## src/rtl/data_mem_ctrl_pkg.sv

```systemverilog
// Shared types and constants for the MEM-stage data-memory controller.
package data_mem_ctrl_pkg;

  typedef enum logic [1:0] {
    IDLE    = 2'd0,
    REQ     = 2'd1,
    WAIT_RD = 2'd2,
    DONE    = 2'd3
  } mem_ctrl_state_t;

  localparam logic [2:0] LB  = 3'b000;
  localparam logic [2:0] LH  = 3'b001;
  localparam logic [2:0] LW  = 3'b010;
  localparam logic [2:0] LBU = 3'b100;
  localparam logic [2:0] LHU = 3'b101;
  localparam logic [2:0] SB  = 3'b000;
  localparam logic [2:0] SH  = 3'b001;
  localparam logic [2:0] SW  = 3'b010;

  localparam int MEM_TIMEOUT_CYC = 1024;

endpackage

```

## src/rtl/data_mem_ctrl_if.sv

```systemverilog
// Word port between the data-memory controller and the SDRAM controller.
interface data_mem_ctrl_if #(
  parameter int XLEN = 32
);
  logic            mreq;
  logic            mwe;
  logic [XLEN-3:0] maddr;
  logic [XLEN-1:0] mwdata;
  logic [3:0]      mbe;
  logic            mack;
  logic            mrvalid;
  logic [XLEN-1:0] mrdata;

  modport master (
    output mreq, mwe, maddr, mwdata, mbe,
    input  mack, mrvalid, mrdata
  );

  modport slave (
    input  mreq, mwe, maddr, mwdata, mbe,
    output mack, mrvalid, mrdata
  );
endinterface

```

## src/rtl/data_mem_ctrl_mem_align.sv

```systemverilog
// Byte-lane steering, byte enables, load extension and legality check.
// Purely combinational; the caller chooses live or latched access fields.
module mem_align
  import data_mem_ctrl_pkg::*;
#(
  parameter int XLEN = 32
) (
  input  logic [2:0]      funct3,
  input  logic [1:0]      addr_lo,
  input  logic            is_store,
  input  logic [XLEN-1:0] wdata,
  input  logic [XLEN-1:0] rword,
  output logic [3:0]      mbe,
  output logic [XLEN-1:0] mwdata,
  output logic [XLEN-1:0] rdata_ext,
  output logic            bad
);

  logic [XLEN-1:0] shifted;

  // Bring the addressed byte/half down to bit 0 before extension.
  assign shifted = rword >> {addr_lo, 3'b000};

  always_comb begin
    mbe       = 4'b0000;
    mwdata    = wdata;
    rdata_ext = '0;
    bad       = 1'b0;
    case (funct3)
      LB: begin
        mbe       = 4'b0001 << addr_lo;
        mwdata    = {(XLEN/8){wdata[7:0]}};
        rdata_ext = {{(XLEN-8){shifted[7]}}, shifted[7:0]};
      end
      LH: begin
        mbe       = addr_lo[1] ? 4'b1100 : 4'b0011;
        mwdata    = {(XLEN/16){wdata[15:0]}};
        rdata_ext = {{(XLEN-16){shifted[15]}}, shifted[15:0]};
        bad       = addr_lo[0];
      end
      LW: begin
        mbe       = 4'b1111;
        rdata_ext = shifted;
        bad       = |addr_lo;
      end
      LBU: begin
        mbe       = 4'b0001 << addr_lo;
        rdata_ext = {{(XLEN-8){1'b0}}, shifted[7:0]};
        bad       = is_store;
      end
      LHU: begin
        mbe       = addr_lo[1] ? 4'b1100 : 4'b0011;
        rdata_ext = {{(XLEN-16){1'b0}}, shifted[15:0]};
        bad       = is_store | addr_lo[0];
      end
      default: bad = 1'b1;
    endcase
  end

endmodule

```

## src/rtl/data_mem_ctrl.sv

```systemverilog
// MEM-stage data-memory controller: runs one load/store on the SDRAM word
// port and pulses mem_access_done so the hazard unit can release the stall.
//
// state   | meaning
// IDLE    | waiting for a load/store with SDRAM ready
// REQ     | mreq high, bus fields held until mack
// WAIT_RD | load accepted, waiting for mrvalid
// DONE    | one-cycle completion pulse, results valid
module data_mem_ctrl
  import data_mem_ctrl_pkg::*;
#(
  parameter int XLEN        = 32,
  parameter int TIMEOUT_CYC = MEM_TIMEOUT_CYC,
  parameter int TO_W        = 10
) (
  input  logic              clk,
  input  logic              rst_n,
  input  logic              sdram_init_done,
  input  logic              mem_rd,
  input  logic              mem_wr,
  input  logic [2:0]        funct3,
  input  logic [XLEN-1:0]   addr,
  input  logic [XLEN-1:0]   wdata,
  output logic [XLEN-1:0]   rdata,
  output logic              mem_access_done,
  output logic              misaligned,
  output logic              bus_err,
  data_mem_ctrl_if.master   mbus
);

  localparam logic [TO_W-1:0] TO_LAST = TO_W'(TIMEOUT_CYC - 1);

  mem_ctrl_state_t state_q, state_d;

  logic [XLEN-1:0] addr_q;
  logic [XLEN-1:0] wdata_q;
  logic [2:0]      f3_q;
  logic            st_q;
  logic [XLEN-1:0] rdata_q;
  logic            mis_q;
  logic            err_q;
  logic [TO_W-1:0] cnt_q;

  logic            in_idle;
  logic            in_req;
  logic            start;
  logic            timeout;
  logic [2:0]      al_f3;
  logic [1:0]      al_lo;
  logic            al_st;
  logic [3:0]      al_mbe;
  logic [XLEN-1:0] al_mwdata;
  logic [XLEN-1:0] al_rdata;
  logic            al_bad;

  assign in_idle = (state_q == IDLE);
  assign in_req  = (state_q == REQ);
  assign start   = (mem_rd | mem_wr) & sdram_init_done;
  assign timeout = (cnt_q == TO_LAST);

  // Legality is judged on the live inputs in IDLE; afterwards everything
  // comes from the latched copy so pipeline changes cannot leak in.
  assign al_f3 = in_idle ? funct3    : f3_q;
  assign al_lo = in_idle ? addr[1:0] : addr_q[1:0];
  assign al_st = in_idle ? mem_wr    : st_q;

  mem_align #(.XLEN(XLEN)) u_align (
    .funct3    (al_f3),
    .addr_lo   (al_lo),
    .is_store  (al_st),
    .wdata     (wdata_q),
    .rword     (mbus.mrdata),
    .mbe       (al_mbe),
    .mwdata    (al_mwdata),
    .rdata_ext (al_rdata),
    .bad       (al_bad)
  );

  always_ff @(posedge clk or negedge rst_n) begin
    if (!rst_n) begin
      state_q <= IDLE;
    end else begin
      state_q <= state_d;
    end
  end

  always_comb begin
    state_d = state_q;
    case (state_q)
      IDLE: begin
        if (start) begin
          state_d = al_bad ? DONE : REQ;
        end
      end
      REQ: begin
        if (timeout) begin
          state_d = DONE;
        end else if (mbus.mack) begin
          state_d = st_q ? DONE : WAIT_RD;
        end
      end
      WAIT_RD: begin
        if (timeout || mbus.mrvalid) begin
          state_d = DONE;
        end
      end
      DONE:    state_d = IDLE;
      default: state_d = IDLE;
    endcase
  end

  always_ff @(posedge clk or negedge rst_n) begin
    if (!rst_n) begin
      addr_q  <= '0;
      wdata_q <= '0;
      f3_q    <= '0;
      st_q    <= 1'b0;
      rdata_q <= '0;
      mis_q   <= 1'b0;
      err_q   <= 1'b0;
      cnt_q   <= '0;
    end else begin
      case (state_q)
        IDLE: begin
          if (start) begin
            addr_q  <= addr;
            wdata_q <= wdata;
            f3_q    <= funct3;
            st_q    <= mem_wr;
            mis_q   <= al_bad;
            err_q   <= 1'b0;
            rdata_q <= '0;
            cnt_q   <= '0;
          end
        end
        REQ, WAIT_RD: begin
          cnt_q <= cnt_q + TO_W'(1);
          if (timeout) begin
            err_q   <= 1'b1;
            rdata_q <= '0;
          end else if (state_q == WAIT_RD && mbus.mrvalid) begin
            rdata_q <= al_rdata;
          end
        end
        default: ;
      endcase
    end
  end

  assign mem_access_done = (state_q == DONE);
  assign misaligned      = mem_access_done & mis_q;
  assign bus_err         = mem_access_done & err_q;
  assign rdata           = rdata_q;

  assign mbus.mreq   = in_req;
  assign mbus.mwe    = in_req & st_q;
  assign mbus.maddr  = in_req ? addr_q[XLEN-1:2] : '0;
  assign mbus.mwdata = in_req ? al_mwdata : '0;
  assign mbus.mbe    = in_req ? al_mbe : 4'b0000;

endmodule

```

## src/flat_wrapper.sv

```systemverilog
// flat-port wrapper written by rule: the top's interface ports become plain ports
module data_mem_ctrl_flat import data_mem_ctrl_pkg::*;
#(
  parameter int XLEN        = 32,
  parameter int TIMEOUT_CYC = MEM_TIMEOUT_CYC,
  parameter int TO_W        = 10
)
  (clk, rst_n, sdram_init_done, mem_rd, mem_wr, funct3, addr, wdata, rdata, mem_access_done, misaligned, bus_err, mbus_mreq, mbus_mwe, mbus_maddr, mbus_mwdata, mbus_mbe, mbus_mack, mbus_mrvalid, mbus_mrdata);
  data_mem_ctrl_if #(.XLEN(XLEN)) mbus_i ();
  input  logic clk;
  input  logic rst_n;
  input  logic sdram_init_done;
  input  logic mem_rd;
  input  logic mem_wr;
  input  logic [2:0] funct3;
  input  logic [XLEN-1:0] addr;
  input  logic [XLEN-1:0] wdata;
  output logic [XLEN-1:0] rdata;
  output logic mem_access_done;
  output logic misaligned;
  output logic bus_err;
  output wire logic [$bits(mbus_i.mreq)-1:0] mbus_mreq;
  output wire logic [$bits(mbus_i.mwe)-1:0] mbus_mwe;
  output wire logic [$bits(mbus_i.maddr)-1:0] mbus_maddr;
  output wire logic [$bits(mbus_i.mwdata)-1:0] mbus_mwdata;
  output wire logic [$bits(mbus_i.mbe)-1:0] mbus_mbe;
  input wire logic [$bits(mbus_i.mack)-1:0] mbus_mack;
  input wire logic [$bits(mbus_i.mrvalid)-1:0] mbus_mrvalid;
  input wire logic [$bits(mbus_i.mrdata)-1:0] mbus_mrdata;
  assign mbus_mreq = mbus_i.mreq;
  assign mbus_mwe = mbus_i.mwe;
  assign mbus_maddr = mbus_i.maddr;
  assign mbus_mwdata = mbus_i.mwdata;
  assign mbus_mbe = mbus_i.mbe;
  assign mbus_i.mack = mbus_mack;
  assign mbus_i.mrvalid = mbus_mrvalid;
  assign mbus_i.mrdata = mbus_mrdata;
  data_mem_ctrl #(.XLEN(XLEN), .TIMEOUT_CYC(TIMEOUT_CYC), .TO_W(TO_W)) u_core (.clk(clk), .rst_n(rst_n), .sdram_init_done(sdram_init_done), .mem_rd(mem_rd), .mem_wr(mem_wr), .funct3(funct3), .addr(addr), .wdata(wdata), .rdata(rdata), .mem_access_done(mem_access_done), .misaligned(misaligned), .bus_err(bus_err), .mbus(mbus_i));
endmodule
```

## config.mk

```make
export PLATFORM = sky130hd
export DESIGN_NAME = data_mem_ctrl_flat
export DESIGN_NICKNAME = d
export VERILOG_FILES = /design/src/rtl/data_mem_ctrl_pkg.sv /design/src/rtl/data_mem_ctrl_if.sv /design/src/rtl/data_mem_ctrl_mem_align.sv /design/src/rtl/data_mem_ctrl.sv /design/src/flat_wrapper.sv
export SDC_FILE = /design/constraint.sdc
export NUM_CORES = 1
export LEC_CHECK = 0
export ABC_CLOCK_PERIOD_IN_PS = 4200
export CAP_MARGIN = 0
export CORE_MARGIN = 8
export CORE_UTILIZATION = 33
export DETAILED_ROUTE_END_ITERATION = 10
export PLACE_DENSITY = 0.66
export SLEW_MARGIN = 20
export SYNTH_ARGS = -nofsm -noshare
export SYNTH_HDL_FRONTEND = slang
export SYNTH_HIERARCHICAL = 1
export SYNTH_SLANG_ARGS = --single-unit
```

## constraint.sdc

```tcl
create_clock -name clk -period 4.2 [get_ports clk]
set_input_delay 0.63 -clock clk [delete_from_list [all_inputs] [get_ports clk]]
set_output_delay 0.63 -clock clk [all_outputs]
set_load 0.005 [all_outputs]
```

==> run metrics, run 1 <==
final routed wire length divided by cell count=18.3 um; capturing element of the worst setup path=mbus_mwdata[18]; Seq cells post-synth=114; initial standard-cell utilization of the core=33.2%; category of the critical setup timing path=flop to output pin; cell type of the slowest stage on the worst timing path=mux2_2; total power of the final layout=7160 uW; CTS buffer count=17; portion of synthesized cell area occupied by the leading cell type=44.8%; first-pass GRT wire length=29800 um; critical path's most frequent cell=mux2_2; Cells after Synth=561; metal3 WL=1910 um; clock tree from TritonCTS=done; top cell type by total area after synthesis=dfrtp_1; Chip Width=155 um; worst-path cell chain=inv_1 -> ha_2 -> mux2_2 -> nor2_2 -> buf_4 -> mux2_2 -> and2_1 -> clkdlybuf4s50_1; Inst Count DP=996; maximum clock rate=256 MHz; initial antenna violation count=2; final sum of negative setup slack=0 ps; critical path launch point type=flop; met2 WL=8190 um; final layout net count=861; areal power density over the cells=776 nW/um^2; count of synthesis-stage warnings from yosys=6; critical path buffer and inverter count=3; number of unique standard cell types used by synthesis=51; Detail Route Antenna Nets=0; Detailed Route Iter0 Violations=225; category of cells accounting for the largest share of critical-path delay=buffers and inverters; worst max-slew margin expressed relative to the limit=42.4%; Fin. Hold Viols=0; Area contributors post-synth=dfrtp_1 45%, mux2_2 15%, and2_1 7.0%, a22o_1 4.5%, mux2i_1 3.9%; CP endpoint kind=output pin; end of the worst register-to-register path=u_core/rdata[22]$_DFFE_PN0P_; Non-Filler Instances=1029; Core Area=19200 sq um; Netlist Area Pre-Place=6370 sq um; Clock Sinks=114; worst setup path start=u_core/state_q[0]$_DFFE_PN0P_; share of cells above drive strength 1=20.6%; Fill cells=1772; RR Startpoint=u_core/state_q[0]$_DFFE_PN0P_; row count=51; Area after DPL=8580 sq um; total of hold buffers inserted after clock tree synthesis=0; setup repair after global routing missed its margin=no; Finished Core Util=48.0%; area of all placed cells without fillers=9230 sq um; port buffer count=208; slew at the pin closest to its max-slew limit=864 ps; period utilisation layout=92.9%; sequential share of the synthesized area=44.8%; maximum vdd drop=396 uV; largest net degree at the start of global routing=66; area added between synthesis and finish=44.8%; largest driver fanout on the critical path=25; number of global-route vias before repair=5148; aggregate global-route resource usage=15.9%; CP Data Arrival Time=3270 ps; Max Slew Vio Count=0; clock root buffer=clkbuf_16; iteration count of the initial detailed-routing pass=4; height of the die=155 um; final period demand of the worst path=3900 ps; final RePlAce weighted congestion=0.783; leakage power figure=0.00387 uW; WP data required=3570 ps; status=completed; peak per-stage delay on the critical path=480 ps; Top FF cell, synth=dfrtp_1; fraction of synthesis flops using an asynchronous set or reset pin=100%; R2R depth=9; syn_nets=672; later-pin clock latency in the skew report=420 ps; Hold WC Path Type=input pin to async pin; die footprint=24000 sq um; post-route DRC violation count=0; M1 WL=8460 um; wirelength, routed=18800 um; total vias in the final route=4987; clock-pin slew on the worst setup and hold paths=50 ps; I/O Pins=209; number of enable-type register cells in the synthesized netlist=0; total overflow reported by the global router=0; Clock Path Buffers=2; total number of H-tree levels=4; slack of the worst reg-to-reg path=970 ps; Worst path depth=8; number of max-capacitance violations reported=0; top layer reached by signal wires=met5; mean number of vias per cell=4.85; Detailed Place HPWL=13400 um; total of endpoints with negative setup slack in the final report=0; worst clock skew=18.5 ps; average instance area after synthesis=11.4 sq um
==> flip-flops by register name, indices dropped and copies added (netlist names) <==
register and flops:
u_core/rdata 32, u_core/cnt_q 10, u_core/addr_q 32, u_core/mis_q 1, u_core/wdata_q 32, u_core/st_q 1, u_core/state_q 2, u_core/f3_q 3
u_core/err_q 1
==> synthesized netlist by cell type (3+ instances only) <==
cell       instances
dfrtp_1          114
mux2_2            83
and2_1            71
a22o_1            33
mux2i_1           25
nand2_1           24
o21ai_0           21
nor2_1            20
a211oi_1          18
buf_2             14
clkbuf_1          14
nor2b_1           12
a21oi_1           10
buf_4              9
buf_6              9
nand2_2            9
mux2_4             8
o2bb2ai_1          7
xnor2_1            7
inv_1              6
ha_1               5
nand2b_1           4
nand3_1            4
nand4_1            3
==> worst reg2reg max path: stages, from the launching register on <==
cell       delay (ps)
dfrtp_1           430
inv_1             140
ha_2              380
mux2_2            680
nor2b_1           340
o2bb2ai_2         230
a32oi_4           330
buf_4             280
o21ai_0           120
a22o_1            210
==> what timing repair did <==
| action | CTS | global route |
|---|---|---|
| buffers inserted | 0 | 0 |
| endpoints found under the hold margin | 0 | 0 |
| resized for setup | 0 | 1 |
| setup endpoints to repair | 0 | 9 |
==> cell usage in the layout, fill, tap and decap left out, types with 4 or more instances in the layout <==
cell	instances
o21ai_0	21
bufinv_16	5
nor2_1	20
nand3_1	4
xnor2_1	7
a22o_1	33
a211oi_1	18
buf_4	11
dfrtp_1	114
o2bb2ai_1	7
clkdlybuf4s50_1	207
mux2i_1	25
and2_1	71
nand2b_1	4
nand2_1	24
clkbuf_16	17
mux2_2	83
nand2_2	9
mux2_4	8
nor2b_1	12
a21oi_1	10
inv_1	6
==> per-stage QoR <==
step | hold slack [ps] | setup WS (ps)
floorplan | 334 | 1000
global placement | 480 | 633
detailed placement | 485 | 574
CTS | 360 | 108
global route | 405 | 125
finish | 344 | 298
==> area by class of cell <==
type | instances | area (sq um) | area share [%]
multi-input combinational | 392 | 3200 | 34.7
sequential | 114 | 2850 | 30.9
timing repair buffer | 219 | 2170 | 23.6
clock buffer | 22 | 464 | 5.03
tap | 265 | 332 | 3.59
clock inverter | 10 | 180 | 1.95
inverter | 6 | 22.5 | 0.244
antenna | 1 | 2.50 | 0.0271
==> metal layers <==
metal | vias up | GRT usage [%]
met3 | 20 | 7.24
met1 | 2407 | 20.2
met5 | - | 0
li1 | 2371 | -
met4 | 4 | 4.71
met2 | 185 | 23.8
==> kinds of logic after synthesis <==
| group | Yosys count | synth area share (%) |
|---|---|---|
| compound gates | 106 | 12.7 |
| xor+xnor | 7 | 0.962 |
| fa+ha+maj | 5 | 0.982 |
| buf+inv | 55 | 5.28 |
| flops | 114 | 44.8 |
| mux | 118 | 21.0 |
| simple gates | 156 | 14.2 |
==> power breakdown <==
part,switching [uW],internal [uW]
Clock,525,1080
Combinational,1650,1990
Sequential,323,1590
Total,2500,4660
==> worst min path at each step <==
stage | startpoint | end | slack [ps] | cells after the start
floorplan | rst_n | u_core/addr_q[0]$_DFFE_PN0P_ | 330 | 0
global placement | u_core/addr_q[2]$_DFFE_PN0P_ | u_core/addr_q[2]$_DFFE_PN0P_ | 480 | 1
detailed placement | u_core/addr_q[12]$_DFFE_PN0P_ | u_core/addr_q[12]$_DFFE_PN0P_ | 490 | 1
CTS | rst_n | u_core/addr_q[3]$_DFFE_PN0P_ | 360 | 1
global route | rst_n | u_core/addr_q[3]$_DFFE_PN0P_ | 400 | 1
finish | rst_n | u_core/addr_q[3]$_DFFE_PN0P_ | 340 | 1
Note: power is estimated with default switching activity, not from simulation.
==> run 2: changes to the inputs <==
--- a/config.mk
+++ b/config.mk
@@ -11,6 +11,7 @@
 export CORE_UTILIZATION = 33
 export DETAILED_ROUTE_END_ITERATION = 10
 export PLACE_DENSITY = 0.66
+export RECOVER_POWER = 100
 export SLEW_MARGIN = 20
 export SYNTH_ARGS = -nofsm -noshare
 export SYNTH_HDL_FRONTEND = slang
==> run 2 against run 1 <==
  * The flow now finishes with violations (max-capacitance violations, max-slew violations)
  * Sequential share of layout area increased by 0.14 points
  * Count of clock-buffer cells in the layout unchanged
  * Final area decreased by 0.46%
  * Core utilization decreased by 0.22 points
  * Hold slack improved by 150 ps
==> run metrics, run 2 (synthesis gave the netlist of run 1 again) <==
Detail Route Antenna Nets=0; wirelength, routed=18700 um; clock-pin slew on the worst setup and hold paths=60 ps; CTS buffer count=17; total vias in the final route=4978; later-pin clock latency in the skew report=420 ps; R2R depth=7; worst setup path start=u_core/state_q[0]$_DFFE_PN0P_; capturing element of the worst setup path=mbus_mwdata[11]; clock root buffer=clkbuf_16; setup repair after global routing missed its margin=no; RR Startpoint=u_core/state_q[0]$_DFFE_PN0P_; maximum vdd drop=396 uV; iteration count of the initial detailed-routing pass=4; Inst Count DP=996; period utilisation layout=93.8%; initial antenna violation count=2; largest driver fanout on the critical path=13; Fin. Hold Viols=0; worst max-slew margin expressed relative to the limit=-31.3%; Chip Width=155 um; area added between synthesis and finish=44.1%; Non-Filler Instances=1029; number of global-route vias before repair=5148; I/O Pins=209; Finished Core Util=47.8%; total of endpoints with negative setup slack in the final report=0; final RePlAce weighted congestion=0.783; violations in the final reports=max-capacitance violations, max-slew violations; aggregate global-route resource usage=15.9%; largest net degree at the start of global routing=66; slack of the worst reg-to-reg path=970 ps; worst-path cell chain=inv_1 -> ha_2 -> mux2_1 -> nor3_4 -> clkbuf_4 -> mux2_1 -> and2_1 -> clkdlybuf4s50_1; Hold WC Path Type=flop to flop; Core Area=19200 sq um; number of max-capacitance violations reported=2; CP Data Arrival Time=3310 ps; quantity of gates resized following cts=0; critical path's most frequent cell=mux2_1; port buffer count=208; first-pass GRT wire length=29800 um; total overflow reported by the global router=0; leakage power figure=0.00403 uW; peak per-stage delay on the critical path=520 ps; Clock Path Buffers=2; total of hold buffers inserted after clock tree synthesis=0; areal power density over the cells=766 nW/um^2; Detailed Route Iter0 Violations=229; post-route DRC violation count=0; total number of H-tree levels=4; clock tree from TritonCTS=done; final period demand of the worst path=3940 ps; worst clock skew=15.8 ps; die footprint=24000 sq um; Clock Sinks=114; share of cells above drive strength 1=19.8%; most common library cell in the layout ignoring fill and taps=clkdlybuf4s50_1; initial standard-cell utilization of the core=33.2%; height of the die=155 um; Worst path depth=8; CP endpoint kind=output pin; Worst Hold Path Cells=1; final sum of negative setup slack=0 ps; final routed wire length divided by cell count=18.2 um; final layout net count=861; maximum clock rate=254 MHz; cell type of the slowest stage on the worst timing path=mux2_1; status=finished, violations left; buffer count from post-CTS setup fixing=0; critical path buffer and inverter count=3; category of the critical setup timing path=flop to output pin; Detailed Place HPWL=13400 um; row count=51; critical path launch point type=flop; end of the worst register-to-register path=u_core/rdata[13]$_DFFE_PN0P_; slew at the pin closest to its max-slew limit=1960 ps; mean number of vias per cell=4.84; most frequent cells in the layout=144 x clkdlybuf4s50_1, 114 x dfrtp_1, 81 x mux2_2; category of cells accounting for the largest share of critical-path delay=buffers and inverters; WP data required=3570 ps; Max Slew Vio Count=87
[run 2: power breakdown]
group / total (uW) / internal [uW] / leakage [uW] / switching [uW]
sequential: 1900 / 1590 / 0.00143 / 316
clock: 1610 / 1080 / 0.000310 / 526
combinational: 3520 / 1880 / 0.00228 / 1640
total: 7030 / 4550 / 0.00403 / 2490
[run 2: worst reg2reg max path: stages (launching register included)]
cell      delay, ps
dfrtp_1         420
inv_1           140
ha_2            360
o211ai_1        790
and2_0          530
o21bai_2        250
clkbuf_4        310
a22o_1          330
[run 2: how the worst min path moves through the flow]
stage                                       start                       endpoint  slack [ps]
global route        u_core/addr_q[12]$_DFFE_PN0P_  u_core/addr_q[12]$_DFFE_PN0P_         500
global placement     u_core/addr_q[2]$_DFFE_PN0P_   u_core/addr_q[2]$_DFFE_PN0P_         480
floorplan                                   rst_n   u_core/addr_q[0]$_DFFE_PN0P_         330
CTS                                         rst_n   u_core/addr_q[3]$_DFFE_PN0P_         360
finish               u_core/rdata[20]$_DFFE_PN0P_   u_core/rdata[20]$_DFFE_PN0P_         500
detailed placement  u_core/addr_q[12]$_DFFE_PN0P_  u_core/addr_q[12]$_DFFE_PN0P_         490
[run 2: per-layer routing]
metal / up-vias / routed length (um) / track usage, %
li1: 2377 / - / -
met3: 20 / 1870 / 7.24
met1: 2398 / 8430 / 20.2
met4: 4 / 232 / 4.71
met5: - / 20 / 0
met2: 179 / 8190 / 23.8
[run 2: final cells by class]
cell class | instances | area (sq um)
antenna | 1 | 2.50
clock buffer | 22 | 464
sequential | 114 | 2850
multi-input combinational | 392 | 3170
clock inverter | 10 | 180
fill | 1775 | 10000
inverter | 6 | 22.5
tap | 265 | 332
timing repair buffer | 219 | 2150
[run 2: metrics by stage]
stage	setup slack (ps)	instance area [sq um]	hold WS (ps)	power, uW
detailed placement	574	8580	485	5600
global placement	633	8580	480	5560
floorplan	1000	6370	334	4290
global route	61.2	9180	502	7550
CTS	108	9220	360	7250
finish	259	9180	496	7030
